[src/rtl/mux_rr_arbiter.sv]
// Round-robin arbiter owning an N:1 word mux, presenting the winner on a valid/ready port.
// Optional burst ownership (up to MAX_BURST words per grant) is enabled by defining MUX_ARB_BURST_EN.
module mux_rr_arbiter #(
    parameter int N         = 4,
    parameter int W         = 8,
    parameter int MAX_BURST = 4
) (
    input  logic                   clk,
    input  logic                   rst_n,
    input  logic [N-1:0]           req,
    input  logic [N*W-1:0]         in_data,
    output logic [W-1:0]           out_data,
    output logic                   out_valid,
    input  logic                   out_ready,
    output logic [N-1:0]           ack,
    output logic [N-1:0]           grant,
    output logic [$clog2(N)-1:0]   sel,
    output logic                   busy
);
    localparam int SW = $clog2(N);

    generate
        if (N < 2) begin : g_bad_n
            $error("mux_rr_arbiter: N must be at least 2");
        end
        if (MAX_BURST < 1 || MAX_BURST > 255) begin : g_bad_burst
            $error("mux_rr_arbiter: MAX_BURST must be in 1..255");
        end
    endgenerate

    typedef enum logic [1:0] {IDLE, GRANT, HOLD} state_t;

    state_t        state, state_nxt;
    logic [SW-1:0] sel_nxt, ptr, ptr_nxt, winner;
    int            idx;

    // Modulo-N increment; N need not be a power of two.
    function automatic logic [SW-1:0] wrap_inc(input logic [SW-1:0] v);
        return (int'(v) == N - 1) ? '0 : v + 1'b1;
    endfunction

    // Scan from the far end back towards ptr so the nearest requester wins.
    always_comb begin
        winner = ptr;
        idx    = 0;
        for (int k = N - 1; k >= 0; k--) begin
            idx = int'(ptr) + k;
            if (idx >= N) idx = idx - N;
            if (req[idx]) winner = SW'(idx);
        end
    end

`ifdef MUX_ARB_BURST_EN
    logic [7:0] burst_cnt, burst_nxt;

    always_ff @(posedge clk or negedge rst_n) begin
        if (!rst_n) burst_cnt <= '0;
        else        burst_cnt <= burst_nxt;
    end
`endif

    always_comb begin
        state_nxt = state;
        sel_nxt   = sel;
        ptr_nxt   = ptr;
`ifdef MUX_ARB_BURST_EN
        burst_nxt = burst_cnt;
`endif
        case (state)
            IDLE: begin
                if (|req) begin
                    sel_nxt   = winner;
                    state_nxt = GRANT;
`ifdef MUX_ARB_BURST_EN
                    burst_nxt = '0;
`endif
                end
            end
            GRANT: begin
                if (out_ready) begin
`ifdef MUX_ARB_BURST_EN
                    burst_nxt = burst_cnt + 8'd1;
                    state_nxt = HOLD;
`else
                    ptr_nxt   = wrap_inc(sel);
                    state_nxt = IDLE;
`endif
                end else if (!req[sel]) begin
                    // Requester withdrew without a handshake: give up the grant.
                    ptr_nxt   = wrap_inc(sel);
                    state_nxt = IDLE;
                end
            end
            HOLD: begin
`ifdef MUX_ARB_BURST_EN
                if (req[sel] && int'(burst_cnt) < MAX_BURST) begin
                    state_nxt = GRANT;
                end else begin
                    ptr_nxt   = wrap_inc(sel);
                    state_nxt = IDLE;
                end
`else
                state_nxt = IDLE;
`endif
            end
            default: state_nxt = IDLE;
        endcase
    end

    always_ff @(posedge clk or negedge rst_n) begin
        if (!rst_n) begin
            state <= IDLE;
            sel   <= '0;
            ptr   <= '0;
        end else begin
            state <= state_nxt;
            sel   <= sel_nxt;
            ptr   <= ptr_nxt;
        end
    end

    assign out_valid = (state == GRANT);
    assign busy      = (state != IDLE);
    assign out_data  = in_data[int'(sel)*W +: W];
    assign ack       = out_ready ? grant : '0;

    always_comb begin
        grant = '0;
        if (out_valid) grant[sel] = 1'b1;
    end
endmodule

[config.mk]
export PLATFORM = sky130hd
export DESIGN_NAME = mux_rr_arbiter
export DESIGN_NICKNAME = d
export VERILOG_FILES = /design/src/rtl/mux_rr_arbiter.sv
export SDC_FILE = /design/constraint.sdc
export NUM_CORES = 1
export LEC_CHECK = 0
export CORE_ASPECT_RATIO = 1.4
export CORE_MARGIN = 4
export CORE_UTILIZATION = 29
export CTS_BUF_LIST = sky130_fd_sc_hd__clkbuf_4 sky130_fd_sc_hd__clkbuf_8
export DETAILED_ROUTE_END_ITERATION = 10
export PLACE_DENSITY = 0.78
export SLEW_MARGIN = 20
export SYNTH_ARGS = -nofsm -noshare
export SYNTH_HDL_FRONTEND = slang
export SYNTH_SLANG_ARGS = --single-unit
[constraint.sdc]
create_clock -name clk -period 1.5 [get_ports clk]
set_clock_uncertainty 0.05 [all_clocks]
set_input_delay 0.375 -clock clk [delete_from_list [all_inputs] [get_ports clk]]
set_output_delay 0.375 -clock clk [all_outputs]
set_load 0.02 [all_outputs]
; After elaboration in Yosys (flattened, before gate mapping)
; Index checks and enable logic that the tools add are counted.
[word_totals]
register_bits = 6
inputBits = 39
out_inout_bits = 20
elab_cells = 67
[op_classes]
add_sub_neg = 8
order_cmp = 10
n_eq_ne = 5
shift = 1
mux = 33
n_reduce_logical = 7
[op_table]
columns = cell, count
row1 = 32-bit by 4-bit less-than comparator with 1-bit output (second input constant), 4
row2 = 32-bit two-way mux, 4
row3 = 32-bit by 6-bit indexed part select with 8-bit output, 1
row4 = 2-bit two-way mux, 10
row5 = 3-bit by 3-bit subtractor with 4-bit output (second input constant), 3
row6 = 1-bit binary-select mux with 2-bit select, 5
row7 = 1-bit two-way mux, 10
row8 = 3-bit greater-or-equal comparator (second input constant), 3
row9 = 4-bit two-way mux, 2
row10 = 2-bit by 2-bit adder with 3-bit output (second input constant), 2
row11 = 2-bit AND reduction, 3
row12 = 2-bit by 1-bit == test with 1-bit output (second input constant), 2
row13 = 2-bit inequality test (second input constant), 2
row14 = 2-bit one-hot mux with 2 select lines, 1
row15 = 4-bit OR reduction, 1
row16 = 2-bit by 3-bit subtractor with 4-bit output (second input constant), 1
row17 = 2-bit by 1-bit adder with 3-bit output (second input constant), 1
row18 = 2-bit by 3-bit greater-or-equal comparator with 1-bit output (second input constant), 1
row19 = 2-bit by 3-bit less-than comparator with 1-bit output (second input constant), 1
row20 = 3-bit inequality test (second input constant), 1
row21 = 2-bit by 1-bit adder with 2-bit output (second input constant), 1
row22 = 1-bit demux with 2-bit select, 1
row23 = 2-bit by 1-bit greater-or-equal comparator with 1-bit output (second input constant), 1
row24 = 2-bit zero test, 1
row25 = 2 further kinds, 2

; Longest topological paths before layout
[depth]
depth_word = 10
ltp_mapped = 4
ltp_nobuf = 3

; Worst setup path before layout
; OpenSTA, ideal clock, no wires.
[synth_path]
path_kind = flip-flop to output port
start = register sel[0]
end = output out_data[0]
arrival_ps = 1460
required_ps = 1075
slack_ps = -385
stages_incl_launch_ff = 3
path_buffers = 1
path_cell_list = dfrtp_1 buf_2 mux4_2
[synth_between]
elab_chain_cells = 1
[synth_rtl]
columns = item, line_no
row1 = start: declaration, 17  ; output logic [$clog2(N)-1:0] sel,
row2 = start signal: assignment, 117  ; sel <= sel_nxt;
row3 = 32-bit by 6-bit indexed part select with 8-bit output, 124  ; assign out_data = in_data[int'(sel)*W +: W];
row4 = end: declaration, 12  ; output logic [W-1:0] out_data,
; No other way between the ends.

; Final worst setup path
[layout_path]
start = register sel[0]
end = output out_data[6]
; The elaborated chain is that of the path after synthesis.

==> flow_metrics.tcl <==
set metrics [dict create \
    end_kind "output port" \
    vias 837 \
    ys_types 31 \
    drtAntennaViolNets 0 \
    cts-root-buf "clkbuf_4" \
    n_antenna_cell 0 \
    grt-ovfl-total 0 \
    dr.pass1.iters 2 \
    fin_ws_ns -0.387 \
    crit_type "flip-flop to output port" \
    rr_startpoint "sel[0]" \
    outcome "finished with violations" \
    globalRouteMet1Util 0.147 \
    ir_drop_v 0.00116 \
    grtUsageTotal 0.165 \
    synthCells 60 \
    row_count 20 \
    drv_slew 0 \
    r2r_slack_ns -0.17 \
    critPathLaunchType "flip-flop" \
    min_path_type "input pin to asynchronous set/reset pin" \
    h-tree-depth 1 \
    ys_warn_count 0 \
    io_buffers 58 \
    path_clk_slew_ns 0.05 \
    grt_util_met3 0.0732 \
    cp_max_fo 10 \
    viasPerCell 5.26 \
    grt_max_degree 11 \
    drc_errors 0 \
    top_usage_layer "met2" \
    power.density_nw_per_um2 1750 \
    cts_sinks 5 \
    cts_inserted_buffers 3 \
    p_leak_nw 0.640 \
    tightest_slew_ns 0.264 \
    final.fill_count 185 \
    syn_area_sq_um 653 \
    required_ns 1.07 \
    maxSlewHeadroom 0.823 \
    grt_antenna_before_repair 0 \
    cts_hold_buf 0 \
    cts_tree "built" \
    hold_viol 0 \
    syn-num-nets 103 \
    initial_core_util 0.303 \
    grt_pass1_vias 855 \
    setup_tns_ns -5.07 \
    setup_viol 19 \
    grt_pass1_wl_um 3720 \
    final.period_utilization 1.26 \
    ys_ff_latch 5 \
    crit_arrival_ns 1.46 \
    synth_seq_area_share 0.192 \
    dp_slack_ns -0.768 \
    die_width_um 48.1 \
    drt_iter0_drc 8 \
    gp_congestion 0.763 \
    dieArea_sq_um 3090 \
    coreArea_sq_um 2150 \
    grt_util_met2 0.310 \
    reg2reg_depth 6 \
    area_growth_pct 118 \
    violations "negative setup slack" \
    clock_latency_ns 0.24 \
    rsz0062_at_grt "yes" \
    synth_edf_count 0 \
    ctsLongestPathBuffers 2 \
    fmax_mhz 530 \
    final_layout_size_suffix_gt1_frac 0.511 \
    nets 181 \
    syn_avg_cell_area_sq_um 10.9 \
    synth_async_sr_flop_share 1.00 \
    ioPinCount 59 \
    r2r_end "ptr[1]" \
    drt-total-wl_um 2560 \
    die_y_um 64.2 \
    period_minus_slack_ns 1.89 \
    place.detailed.hpwl_um 2130 \
    wl_per_cell_um 16.1 \
    synth_flop_cell "dfrtp_1" \
    maxCapViolCount 0 \
]
## sequential cells by signal, indices dropped and copies added (netlist names)
signal  cells
sel         2
ptr         2
state       1
## synth_stat cells, types with 2 or more instances
library cell,number,area share
o21a_1,2,0.023
or2_2,2,0.019
nand2b_1,2,0.019
and3_1,4,0.038
mux2_2,2,0.034
mux4_2,8,0.28
dfrtp_1,5,0.19
ha_1,4,0.077
mux2i_1,2,0.031
and2_1,4,0.038
nor2_1,2,0.011
inv_1,3,0.017
nor2b_1,2,0.019
## worst max path at each step
| stage | from | endpoint | slack, ns |
|---|---|---|---|
| global placement | in_data[30] | out_data[6] | -0.77 |
| floorplan | sel[0] | out_data[0] | -0.15 |
| CTS | sel[0] | out_data[6] | -0.41 |
| detailed placement | in_data[30] | out_data[6] | -0.77 |
| global route | sel[0] | out_data[6] | -0.46 |
| finish | sel[0] | out_data[6] | -0.39 |
## layout by cell type (no fill, tap or decap), types with 2 or more instances in the layout
cell type / instances
and2_1: 2
and2_4: 2
and3_4: 2
buf_2: 10
buf_4: 20
buf_6: 5
clkbuf_2: 2
clkbuf_4: 4
clkdlybuf4s50_1: 33
dfrtp_1: 2
dfrtp_2: 3
dlygate4sd2_1: 6
ha_1: 2
inv_1: 2
mux2_4: 2
mux2i_1: 2
mux4_2: 8
nand2b_1: 2
nor2_1: 2
nor2b_1: 2
o21a_1: 2
## layout make-up
type	instances	area (sq um)	share of cell area
repair buffers	77	669	0.470
multi-input cells	48	556	0.390
flip-flops and latches	5	129	0.0904
clock buffers	4	30.0	0.0211
well taps	22	27.5	0.0193
inverters	3	13.8	0.00966
## metrics by stage
step | cell area, sq um | util | std cells | hold slack [ns] | total power [W]
floorplan | 704 | - | 60 | 0.0294 | 0.00146
global placement | 1420 | 0.658 | 153 | 0.524 | 0.00235
detailed placement | 1420 | 0.658 | 153 | 0.535 | 0.00238
CTS | 1430 | 0.663 | 159 | 0.305 | 0.00251
global route | 1430 | 0.662 | 159 | 0.317 | 0.00269
finish | 1430 | 0.662 | 159 | 0.305 | 0.00250
## power breakdown
part	switching [W]	internal, W	total, W
registers	0.0000870	0.000215	0.000302
logic	0.000921	0.00110	0.00202
clock network	0.0000551	0.000119	0.000174
## critical path: stages, from the launching register on
cell and delay [ns]:
dfrtp_2 0.38, buf_12 0.14, mux4_2 0.52, buf_2 0.18
## cells by family (layout without fill, tap and decap cells)
logic type / Yosys count / in the layout / synth area share
muxes: 12 / 12 / 0.341
AOI/OAI and AO/OA: 10 / 10 / 0.117
DFF: 5 / 5 / 0.192
and+or+nand+nor: 22 / 22 / 0.215
buffers and inverters: 7 / 84 / 0.0594
adders and majority gates: 4 / 4 / 0.0766
## what timing repair did
action / in CTS / in global routing
hold endpoints to repair: 0 / 0
setup endpoints to repair: 25 / 21
pin swaps: 1 / 0
setup buffers: 2 / 0
gates resized for setup: 94 / 5
## metal layers
metal,share of wire,vias to the layer above
met1,0.29,389
met3,0.21,2
met2,0.49,55
met5,0,-
li1,-,391
met4,0.0074,0
No activity file was read; power rests on OpenSTA's default activity.
